===== config.mk =====
export PLATFORM = sky130hd
export DESIGN_NAME = instruction_fetch_sequencer_flat
export DESIGN_NICKNAME = d
export VERILOG_FILES = /design/src/rtl/instruction_fetch_sequencer_if.sv /design/src/rtl/instruction_fetch_sequencer.sv /design/src/flat_wrapper.sv
export SDC_FILE = /design/constraint.sdc
export NUM_CORES = 1
export LEC_CHECK = 0
export CORE_MARGIN = 1.5
export CORE_UTILIZATION = 50
export DETAILED_ROUTE_END_ITERATION = 16
export PLACE_DENSITY = 0.95
export SLEW_MARGIN = 20
export SYNTH_ARGS = -nofsm -noshare
export SYNTH_HDL_FRONTEND = slang
export SYNTH_SLANG_ARGS = --single-unit

===== constraint.sdc =====
create_clock -name clock -period 5.6 [get_ports clock]
set_input_delay 1.12 -clock clock [delete_from_list [all_inputs] [get_ports clock]]
set_output_delay 1.12 -clock clock [all_outputs]
set_load 0.03 [all_outputs]

===== src/rtl/instruction_fetch_sequencer_if.sv =====
// ============================================================================
//  Module   : instruction_fetch_sequencer_if
//  Brief    : Fetch-sequencer bundle: instruction memory, execute, control/status
//  Revision : 1.0
// ============================================================================
`default_nettype none

interface instruction_fetch_sequencer_if #(
  parameter int ADDR_WIDTH  = 16,
  parameter int INSTR_WIDTH = 26
);
  logic                   mem_req;
  logic [ADDR_WIDTH-1:0]  mem_addr;
  logic                   mem_ack;
  logic [INSTR_WIDTH-1:0] mem_data;

  logic                   exec_valid;
  logic [INSTR_WIDTH-1:0] exec_instruction;
  logic [ADDR_WIDTH-1:0]  exec_pc;
  logic                   exec_ready;

  logic                   branch_valid;
  logic [ADDR_WIDTH-1:0]  branch_target;
  logic                   halt;

  logic [ADDR_WIDTH-1:0]  instructionPointer;
  logic                   halted;
  logic [15:0]            issue_count;

  modport master (
    output mem_req, mem_addr,
    input  mem_ack, mem_data,
    output exec_valid, exec_instruction, exec_pc,
    input  exec_ready,
    input  branch_valid, branch_target, halt,
    output instructionPointer, halted, issue_count
  );

  modport slave (
    input  mem_req, mem_addr,
    output mem_ack, mem_data,
    input  exec_valid, exec_instruction, exec_pc,
    output exec_ready,
    output branch_valid, branch_target, halt,
    input  instructionPointer, halted, issue_count
  );
endinterface

`default_nettype wire


===== src/rtl/instruction_fetch_sequencer.sv =====
// ============================================================================
//  Module   : instruction_fetch_sequencer
//  Brief    : Soft-CPU front end: fetch over req/ack, issue over valid/ready
//  Revision : 1.0
// ============================================================================
`default_nettype none

module instruction_fetch_sequencer #(
  parameter int                    ADDR_WIDTH   = 16,
  parameter int                    INSTR_WIDTH  = 26,
  parameter logic [ADDR_WIDTH-1:0] RESET_VECTOR = '0
) (
  input  logic                          clock,
  input  logic                          reset,
  instruction_fetch_sequencer_if.master bus
);

  typedef enum logic [1:0] {
    S_FETCH  = 2'd0,
    S_ISSUE  = 2'd1,
    S_HALTED = 2'd2
  } state_e;

  localparam logic [ADDR_WIDTH-1:0] ADDR_ONE  = {{(ADDR_WIDTH-1){1'b0}}, 1'b1};
  localparam logic [15:0]           COUNT_ONE = 16'd1;

  state_e                 state_q, state_d;
  logic [ADDR_WIDTH-1:0]  ip_q, ip_d;
  logic [ADDR_WIDTH-1:0]  hold_addr_q, hold_addr_d;
  logic                   discard_q, discard_d;
  logic [INSTR_WIDTH-1:0] instr_q, instr_d;
  logic [ADDR_WIDTH-1:0]  pc_q, pc_d;
  logic [15:0]            count_q, count_d;

  always_ff @(posedge clock) begin
    if (reset) begin
      state_q     <= S_FETCH;
      ip_q        <= RESET_VECTOR;
      hold_addr_q <= RESET_VECTOR;
      discard_q   <= 1'b0;
      instr_q     <= '0;
      pc_q        <= '0;
      count_q     <= '0;
    end else begin
      state_q     <= state_d;
      ip_q        <= ip_d;
      hold_addr_q <= hold_addr_d;
      discard_q   <= discard_d;
      instr_q     <= instr_d;
      pc_q        <= pc_d;
      count_q     <= count_d;
    end
  end

  always_comb begin
    state_d     = state_q;
    ip_d        = ip_q;
    hold_addr_d = hold_addr_q;
    discard_d   = discard_q;
    instr_d     = instr_q;
    pc_d        = pc_q;
    count_d     = count_q;

    unique case (state_q)
      S_FETCH: begin
        if (bus.mem_ack) begin
          if (discard_q || bus.branch_valid) begin
            // Acked word belongs to a redirected stream: drop it and refetch.
            discard_d = 1'b0;
            if (bus.branch_valid) ip_d = bus.branch_target;
            state_d = bus.halt ? S_HALTED : S_FETCH;
          end else begin
            instr_d = bus.mem_data;
            pc_d    = ip_q;
            ip_d    = ip_q + ADDR_ONE;
            state_d = S_ISSUE;
          end
        end else if (bus.branch_valid) begin
          // Request in flight cannot be withdrawn; remember the address it was issued at.
          ip_d      = bus.branch_target;
          discard_d = 1'b1;
          if (!discard_q) hold_addr_d = ip_q;
        end
      end

      S_ISSUE: begin
        if (bus.exec_ready) begin
          count_d = count_q + COUNT_ONE;
          if (bus.branch_valid) ip_d = bus.branch_target;
          state_d = bus.halt ? S_HALTED : S_FETCH;
        end else if (bus.branch_valid) begin
          ip_d    = bus.branch_target;
          state_d = bus.halt ? S_HALTED : S_FETCH;
        end
      end

      S_HALTED: begin
        if (bus.branch_valid) ip_d = bus.branch_target;
        if (!bus.halt) state_d = S_FETCH;
      end

      default: state_d = S_FETCH;
    endcase
  end

  assign bus.mem_req            = (state_q == S_FETCH);
  assign bus.mem_addr           = discard_q ? hold_addr_q : ip_q;
  assign bus.exec_valid         = (state_q == S_ISSUE);
  assign bus.exec_instruction   = instr_q;
  assign bus.exec_pc            = pc_q;
  assign bus.instructionPointer = ip_q;
  assign bus.halted             = (state_q == S_HALTED);
  assign bus.issue_count        = count_q;

endmodule

`default_nettype wire


===== src/flat_wrapper.sv =====
// flat-port wrapper written by rule: the top's interface ports become plain ports
module instruction_fetch_sequencer_flat 
#(
  parameter int                    ADDR_WIDTH   = 16,
  parameter int                    INSTR_WIDTH  = 26,
  parameter logic [ADDR_WIDTH-1:0] RESET_VECTOR = '0
)
  (clock, reset, bus_mem_req, bus_mem_addr, bus_mem_ack, bus_mem_data, bus_exec_valid, bus_exec_instruction, bus_exec_pc, bus_exec_ready, bus_branch_valid, bus_branch_target, bus_halt, bus_instructionPointer, bus_halted, bus_issue_count);
  instruction_fetch_sequencer_if #(.ADDR_WIDTH(ADDR_WIDTH), .INSTR_WIDTH(INSTR_WIDTH)) bus_i ();
  input  logic clock;
  input  logic reset;
  output wire logic [$bits(bus_i.mem_req)-1:0] bus_mem_req;
  output wire logic [$bits(bus_i.mem_addr)-1:0] bus_mem_addr;
  input wire logic [$bits(bus_i.mem_ack)-1:0] bus_mem_ack;
  input wire logic [$bits(bus_i.mem_data)-1:0] bus_mem_data;
  output wire logic [$bits(bus_i.exec_valid)-1:0] bus_exec_valid;
  output wire logic [$bits(bus_i.exec_instruction)-1:0] bus_exec_instruction;
  output wire logic [$bits(bus_i.exec_pc)-1:0] bus_exec_pc;
  input wire logic [$bits(bus_i.exec_ready)-1:0] bus_exec_ready;
  input wire logic [$bits(bus_i.branch_valid)-1:0] bus_branch_valid;
  input wire logic [$bits(bus_i.branch_target)-1:0] bus_branch_target;
  input wire logic [$bits(bus_i.halt)-1:0] bus_halt;
  output wire logic [$bits(bus_i.instructionPointer)-1:0] bus_instructionPointer;
  output wire logic [$bits(bus_i.halted)-1:0] bus_halted;
  output wire logic [$bits(bus_i.issue_count)-1:0] bus_issue_count;
  assign bus_mem_req = bus_i.mem_req;
  assign bus_mem_addr = bus_i.mem_addr;
  assign bus_i.mem_ack = bus_mem_ack;
  assign bus_i.mem_data = bus_mem_data;
  assign bus_exec_valid = bus_i.exec_valid;
  assign bus_exec_instruction = bus_i.exec_instruction;
  assign bus_exec_pc = bus_i.exec_pc;
  assign bus_i.exec_ready = bus_exec_ready;
  assign bus_i.branch_valid = bus_branch_valid;
  assign bus_i.branch_target = bus_branch_target;
  assign bus_i.halt = bus_halt;
  assign bus_instructionPointer = bus_i.instructionPointer;
  assign bus_halted = bus_i.halted;
  assign bus_issue_count = bus_i.issue_count;
  instruction_fetch_sequencer #(.ADDR_WIDTH(ADDR_WIDTH), .INSTR_WIDTH(INSTR_WIDTH), .RESET_VECTOR(RESET_VECTOR)) u_core (.clock(clock), .reset(reset), .bus(bus_i));
endmodule

==> metrics.cfg, run 1 <==
[yosys]
syn_nets=586
ys_types=55
synthFlopType=dfxtp_1
synthesis.area_sq_um=4272
synth_edf_count=0
synth_top_cell_by_area=dfxtp_1
synth_warnings=0
post_synth.cell_area_avg_sq_um=8.029
synth_cells=532
ys_ff_latch=93
synthTopCellsByArea=dfxtp_1, nand2_1, a21oi_1, nor3_1, mux2_2
synth_top_area_share=0.4359
yosysSeqAreaShare=0.4359
synthArstFlopShare=0

[placed_design]
dpl.hpwl_um=8455
gp_congestion=0.9935
numPortBuffers=140

[timing]
timing.fmax_mhz=305.2
fin_crit_sh=0.5851
setup_viol=0
fin_skew_ns=0.01075
worst_pin_slew_ns=0.8857
rsz0062_at_grt=no
drv_slew=0
fin_crit_ns=3.277
setup_tns_ns=0
worst_slew_margin_rel=0.4077
hold_viol_final=0

[power_and_ir_drop]
p_leak_nw=2.041
peakVddDrop_mv=0.1497
p_total_mw=1.583
power.density_nw_per_um2=269.6

[routing]
firstDrtPassIters=5
vias=4404
antenna_left=0
drtIter0Drc=285
drc=0
routedWlPerCell_um=15.93
avgViaCountPerCell=5.780
drt-total-wl_um=12140

[clock_tree]
insertion_delay_ns=0.36
clock_sinks=93
clock-root-buffer=clkbuf_8
cts_max_level=3
cts_setup_buffers=0
cts_buffers=9
clk_pin_slew_ns=0.09
cts_hold_buf=0
cts_tree=yes
ctsResizeCount=0
clock_path_buffers=2

[global_route]
grt_pass1_vias=4160
overflow=0
grt_antenna_before_repair=0
grt_max_degree=61
grt_pass1_wl_um=19290
gr-usage-all-layers=0.2691

[critical_path]
cp_max_fo=30
cp.arrival_ns=2.16
start_kind=register
r2r_start=u_core.state_q[0]
crit_required_ns=4.48
crit_type=register to output pin
endpoint_kind=output pin
reg2reg_to=u_core.hold_addr_q[15]
worstRegToRegCells=6
r2r_setup_slack_ns=3.34

[hold_path]
min_to=u_core.bus.exec_instruction[9]
min_from=u_core.bus.exec_instruction[9]
hold_class=register to register
holdPathStages=2

[flow_run]
timing.max_cap.violations=0

[die]
die_h_um=95.43
rows=33
chipWidth_um=95.43
pin_count=141
core_sq_um=8258
initial_core_util=0.5173
die_area_sq_um=9107

[cells_and_area]
drive_gt1_frac=0.06545
fin_nets=706
final-seq-area_sq_um=1863
layout_common_cells=clkdlybuf4s50_1, nand2_1, dfxtp_1, a21oi_1, nor3_1
diodes=0
nFillCells=629
final_common_cell=clkdlybuf4s50_1
multi_input_area_sq_um=2206
syn2layout_area_growth_pct=37.49

[outcome]
status=finished clean

critical path, cell delays in order (launching register included):
cell,delay [ns]
dfxtp_2,0.74
nand2_1,0.20
o21ai_0,0.15
clkdlybuf4s50_1,0.72
layer usage:
layer	vias up	global-route usage	wire length, um
met3	36	0.06061	1069
li1	2108	-	-
met5	-	0	0
met1	2032	0.3199	4820
met4	0	0.1201	349
met2	228	0.4616	5896
per-stage QoR:
| stage | area, sq um | setup WS [ns] | hold slack (ns) | util | instances |
|---|---|---|---|---|---|
| final | 5873 | 2.323 | 0.4588 | 0.7112 | 762 |
| after global routing | 5873 | 2.230 | 0.4798 | 0.7112 | 762 |
| after detailed placement | 5672 | 1.970 | 0.4469 | 0.6868 | 746 |
| after CTS | 5869 | 1.960 | 0.4607 | 0.7108 | 762 |
| after floorplan | 4272 | 3.042 | 0.4608 | - | 532 |
| after global placement | 5672 | 2.080 | 0.4422 | 0.6868 | 746 |
power by group:
group / switching, mW / total, mW / internal, mW
Combinational: 0.220 / 0.384 / 0.164
Sequential: 0.0478 / 0.747 / 0.700
Clock: 0.242 / 0.452 / 0.210
Total: 0.510 / 1.58 / 1.07
layout make-up:
type                       count  share of cell area
clock buffer                  10             0.02173
clock inverter                 6             0.01193
inverter                      11            0.007030
multi-input combinational    392              0.3756
sequential                    93              0.3172
tap                          105             0.02237
timing repair buffer         145              0.2441
cell usage after synthesis, drive strengths merged (3+ instances only):
cell	number
inv	10
xnor2	4
dfxtp	93
clkbuf	19
nor4	7
nand2	106
o221ai	3
buf	17
ha	6
nor3	41
nand4	9
mux2	14
o21ai	17
a22oi	4
xor2	8
and3	3
nor2	37
a21oi	63
and4	4
mux2i	5
o31ai	4
nand3	17
a221oi	4
sequential cells by signal, indices dropped and copies added, names as in the netlist:
register,flops
u_core.discard_q,1
u_core.bus.exec_instruction,26
u_core.bus.issue_count,16
u_core.state_q,2
u_core.hold_addr_q,16
u_core.bus.exec_pc,16
u_core.bus.instructionPointer,16
worst max-delay path by stage:
stage	start	endpoint	slack, ns	depth (start not counted)
floorplan	u_core.bus.instructionPointer[8]	bus_mem_addr[8]	3.04	2
global placement	bus_branch_valid	u_core.hold_addr_q[15]	2.08	6
detailed placement	bus_branch_valid	u_core.hold_addr_q[15]	1.97	6
CTS	u_core.discard_q	bus_mem_addr[11]	1.96	3
global route	u_core.discard_q	bus_mem_addr[11]	2.23	3
finish	u_core.discard_q	bus_mem_addr[11]	2.32	3
cell families after synthesis:
logic type	share of synthesized area
compound gates	0.1620
xor+xnor	0.02460
fa+ha+maj	0.01757
buf+inv	0.04833
flops	0.4359
mux	0.04862
simple gates	0.2630
Note: power is estimated with default switching activity, not from simulation.
==> inputs of run 2 (changes only) <==
--- a/config.mk
+++ b/config.mk
@@ -6,9 +6,9 @@
 export NUM_CORES = 1
 export LEC_CHECK = 0
 export CORE_MARGIN = 1.5
-export CORE_UTILIZATION = 50
+export CORE_UTILIZATION = 42
 export DETAILED_ROUTE_END_ITERATION = 16
-export PLACE_DENSITY = 0.95
+export PLACE_DENSITY = 0.87
 export SLEW_MARGIN = 20
 export SYNTH_ARGS = -nofsm -noshare
 export SYNTH_HDL_FRONTEND = slang
==> constraint.sdc (replaced) <==
create_clock -name clock -period 2.8 [get_ports clock]
set_input_delay 0.56 -clock clock [delete_from_list [all_inputs] [get_ports clock]]
set_output_delay 0.56 -clock clock [all_outputs]
set_load 0.03 [all_outputs]
==> metrics.cfg, run 2 (synthesized netlist as in run 1, its figures left out) <==
[outcome]
status=finished clean

[timing]
drv_slew=0
timing.fmax_mhz=394.8
rsz0062_at_grt=no
fin_crit_sh=0.9046
hold_viol_final=0
fin_crit_ns=2.533
worst_pin_slew_ns=0.6557
setup_viol=0
worst_slew_margin_rel=0.5583
setup_ws_ns=0.2671
fin_skew_ns=0.009050
setup_tns_ns=0

[cells_and_area]
multi_input_area_sq_um=2203
diodes=0
drive_gt1_frac=0.07519
final_common_cell=clkdlybuf4s50_1
fin_nets=714
largest_register_ffs=26
nFillCells=873
layout_common_cells=clkdlybuf4s50_1, nand2_1, dfxtp_1, a21oi_1, nor3_1
final-seq-area_sq_um=1863
syn2layout_area_growth_pct=40.01

[power_and_ir_drop]
intPower_mw=2.179
p_sw_mw=1.006
seqPwrFrac=0.467
p_leak_nw=2.091
p_comb_frac=0.247
clockPowerShare=0.286
sw_frac_of_total=0.3160
peakVddDrop_mv=0.3172
power.density_nw_per_um2=532.5

[critical_path]
crit_end=bus_mem_addr[2]
worstRegToRegCells=5
cp.arrival_ns=1.97
crit_type=register to output pin
reg2reg_to=u_core.bus.instructionPointer[9]
cp_max_fo=21
max_stage_delay_ns=0.62
r2r_start=u_core.state_q[0]
worstSetupStartpoint=u_core.discard_q
start_kind=register
worstPathCellList=mux2_2 > clkdlybuf4s50_1
endpoint_kind=output pin
r2r_setup_slack_ns=0.64
crit_required_ns=2.24
cp_slowest_cell=dfxtp_2

[clock_tree]
cts_hold_buf=0
clock_sinks=93
clock_path_buffers=2
cts_setup_buffers=0
insertion_delay_ns=0.34
cts_max_level=3
clock-root-buffer=clkbuf_8
ctsResizeCount=1
cts_buffers=9
cts_tree=yes
clk_pin_slew_ns=0.09

[routing]
drtIter0Drc=241
firstDrtPassIters=5
routedWlPerCell_um=15.32
vias=4401
avgViaCountPerCell=5.515
drc=0
antenna_left=0
drt-total-wl_um=12230

[placed_design]
pre_cts_ws_ns=0.3342
numPortBuffers=140
gp_congestion=0.8997
dpl.hpwl_um=8790

[die]
pin_count=141
rows=36
die_area_sq_um=10780
die_h_um=103.9
core_sq_um=9819
initial_core_util=0.4350
chipWidth_um=103.9

[global_route]
grt_pass1_wl_um=20310
overflow=0
grt_antenna_before_repair=0
grt_max_degree=46
gr-usage-all-layers=0.2242
grt_pass1_vias=4248

[flow_run]
timing.max_cap.violations=0

[hold_path]
hold_class=register to register

## run 2: changes by cell type in the layout (fill, tap and decap cells not counted), sizes merged
cell	before	now
buf	6	14
clkbuf	10	11
clkinv	1	2
clkinvlp	3	2
inv	12	11
## run 2: area by class of cell
type / count / share of cell area
clock inverters: 5 / 0.009833
repair buffers: 153 / 0.2519
inverters: 11 / 0.006904
multi-input cells: 392 / 0.3684
well taps: 133 / 0.02782
clock buffers: 11 / 0.02364
flip-flops and latches: 93 / 0.3115
## run 2: power by group through the flow
stage | sequential, mW | clock (mW) | combinational, mW
3_3_place_gp | 1.51 | 0 | 0.762
6_report | 1.49 | 0.912 | 0.786
5_1_grt | 1.50 | 0.996 | 0.839
4_1_cts | 1.48 | 0.932 | 0.785
2_1_floorplan | 1.58 | 0 | 0.388
3_5_place_dp | 1.52 | 0 | 0.782
## run 2: routing by layer
layer / share of wire / up-vias / GRT usage / wire [um]
li1: - / 2132 / - / -
met3: 0.069 / 26 / 0.05013 / 846
met5: 0 / - / 0 / 0
met4: 0.022 / 0 / 0.06647 / 269
met2: 0.47 / 199 / 0.3794 / 5795
met1: 0.43 / 2044 / 0.2855 / 5314
## run 2: metrics by stage
step | instances | area (sq um) | util | hold slack [ns] | power [mW]
2_1_floorplan | 532 | 4272 | - | 0.4608 | 1.973
3_3_place_gp | 782 | 5779 | 0.5886 | 0.4422 | 2.272
3_5_place_dp | 782 | 5779 | 0.5886 | 0.4468 | 2.297
4_1_cts | 798 | 5981 | 0.6091 | 0.4595 | 3.202
5_1_grt | 798 | 5981 | 0.6091 | 0.4763 | 3.333
6_report | 798 | 5981 | 0.6091 | 0.4589 | 3.185
## run 2: worst max-delay path, delay by kind of cell, from the launching register on
kind / cells / cell delay (ns)
buffers and inverters: 1 / 0.61
multiplexers: 1 / 0.40
flip-flops: 1 / 0.62
## run 2: how the worst min path moves through the flow
stage	startpoint	to	cells past startpoint
finish	u_core.bus.exec_pc[6]	u_core.bus.exec_pc[6]	2
global route	u_core.bus.exec_instruction[17]	u_core.bus.exec_instruction[17]	2
CTS	u_core.bus.exec_pc[2]	u_core.bus.exec_pc[2]	2
detailed placement	u_core.bus.exec_pc[2]	u_core.bus.exec_pc[2]	2
global placement	u_core.bus.exec_instruction[21]	u_core.bus.exec_instruction[21]	2
floorplan	u_core.hold_addr_q[15]	u_core.hold_addr_q[15]	2
==> inputs of run 3 (changes only) <==
--- a/config.mk
+++ b/config.mk
@@ -5,6 +5,7 @@
 export SDC_FILE = /design/constraint.sdc
 export NUM_CORES = 1
 export LEC_CHECK = 0
+export ABC_AREA = 1
 export CORE_MARGIN = 1.5
 export CORE_UTILIZATION = 42
 export DETAILED_ROUTE_END_ITERATION = 16
==> constraint.sdc (replaced) <==
create_clock -name clock -period 2.8 [get_ports clock]
set_input_delay 0.84 -clock clock [delete_from_list [all_inputs] [get_ports clock]]
set_output_delay 0.84 -clock clock [all_outputs]
set_load 0.03 [all_outputs]
==> metrics.cfg, run 3 <==
[yosys]
synth_top_cell_by_area=dfxtp_1
synthArstFlopShare=0
ys_types=39
synthTopCellsByArea=dfxtp_1, o21ai_0, nand2_1, a21oi_1, nor2_1
synth_common_cells=nand2_1, dfxtp_1, o21ai_0, nor2_1, a21oi_1
synth_warnings=0
post_synth.cell_area_avg_sq_um=7.149
synthesis.area_sq_um=4375
synth_most_common_cell=nand2_1
syn_nets=666
synth_top_area_share=0.4255
synth_cells=612
yosysSeqAreaShare=0.4255
synthFlopType=dfxtp_1
synth_edf_count=0
ys_ff_latch=93

[placed_design]
gp_congestion=0.9015
dpl.hpwl_um=8510
numPortBuffers=140
dpl_cell_area_sq_um=5814

[cells_and_area]
final_common_cell=clkdlybuf4s50_1
drive_gt1_frac=0.08602
fin_util=0.5866
syn2layout_area_growth_pct=37.17
final-seq-area_sq_um=1862
nFillCells=923
multi_input_area_sq_um=2168
layout_common_cells=clkdlybuf4s50_1, nand2_1, dfxtp_1, o21ai_0, nor2_1
final_area_sq_um=6002
diodes=0
largest_register_ffs=26
fin_nets=793

[die]
core_sq_um=10230
pin_count=141
initial_core_util=0.4277
die_area_sq_um=11040
rows=37
chipWidth_um=105.1
die_h_um=105.1

[routing]
avgViaCountPerCell=5.101
antenna_left=0
drtIter0Drc=235
drc=0
firstDrtPassIters=7
routedWlPerCell_um=13.80
drt-total-wl_um=12140
vias=4489

[critical_path]
cp_max_fo=4
endpoint_kind=output pin
worstRegToRegCells=8
crit_required_ns=1.96
crit_type=register to output pin
cp.arrival_ns=1.81
r2r_start=u_core.state_q[0]
r2r_setup_slack_ns=0.97
reg2reg_to=u_core.bus.instructionPointer[11]
worstSetupStartpoint=u_core.state_q[1]
start_kind=register

[clock_tree]
cts_tree=yes
ctsResizeCount=0
cts_setup_buffers=0
clock_path_buffers=2
cts_max_level=3
cts_buffers=9
insertion_delay_ns=0.37
clk_pin_slew_ns=0.10
clock_sinks=93
clock-root-buffer=clkbuf_8
cts_hold_buf=0

[flow_run]
timing.max_cap.violations=0

[timing]
drv_slew=0
hold_viol_final=0
setup_viol=0
worst_slew_margin_rel=0.6299
setup_tns_ns=0
fin_crit_sh=0.9465
fin_skew_ns=0.01569
timing.fmax_mhz=377.3
rsz0062_at_grt=no
worst_pin_slew_ns=0.5551
fin_crit_ns=2.650

[outcome]
status=finished clean

[hold_path]
min_from=u_core.hold_addr_q[4]
hold_class=register to register
min_to=u_core.hold_addr_q[4]
holdPathStages=2

[global_route]
grt_antenna_before_repair=0
grt_pass1_vias=4116
gr-usage-all-layers=0.2201
grt_max_degree=62
grt_pass1_wl_um=19740
overflow=0

[power_and_ir_drop]
peakVddDrop_mv=0.3446
clockPowerShare=0.262
power.density_nw_per_um2=561.0
seqPwrFrac=0.447
p_leak_nw=2.326
sw_frac_of_total=0.3635
p_comb_frac=0.291
p_sw_mw=1.224
intPower_mw=2.143

[run 3: worst max-delay path: stages, from the launching register on]
cell and delay (ns):
dfxtp_1 0.36, inv_1 0.09, ha_1 0.28, clkdlybuf4s50_1 0.73
[run 3: kinds of logic after synthesis]
logic type | share of synthesized area
DFF | 0.4255
AOI/OAI and AO/OA | 0.2048
xor gates and xnor gates | 0.01401
adders and majority gates | 0.01716
buffers and inverters | 0.07892
and+or+nand+nor | 0.2597
[run 3: how the worst max path moves through the flow]
stage	to	depth (start not counted)
finish	bus_exec_valid	3
global route	bus_exec_valid	3
CTS	bus_exec_valid	3
detailed placement	u_core.bus.instructionPointer[14]	9
global placement	u_core.bus.instructionPointer[11]	8
floorplan	bus_mem_addr[10]	2
[run 3: cell type report]
cell class              instances  area share
multi-input cells             441      0.3613
flip-flops and latches         93      0.3102
repair buffers                150      0.2414
well taps                     136     0.02835
inverters                      44     0.02752
clock buffers                   9     0.02064
clock inverters                 7     0.01063
[run 3: layer usage]
layer	up-vias	share of wire	track usage
met4	0	0.016	0.07632
li1	2276	-	-
met5	-	0	0
met2	189	0.45	0.3450
met3	15	0.10	0.06425
met1	2009	0.44	0.2880
[run 3: power groups by stage]
stage,combinational [mW],clock (mW),sequential (mW)
after floorplan,0.418,0,1.69
after detailed placement,0.975,0,1.53
final,0.979,0.882,1.51
after global routing,1.05,0.961,1.52
after global placement,0.965,0,1.53
after CTS,0.981,0.899,1.50
[run 3: stage by stage]
stage	power [mW]	worst slack, ns	hold WS [ns]	std cells
finish	3.367	0.1498	0.4722	880
global placement	2.495	0.3887	0.4530	864
detailed placement	2.508	0.3483	0.4553	864
global route	3.533	0.08013	0.4920	880
floorplan	2.110	0.5152	0.4445	612
CTS	3.383	0.1377	0.4698	880
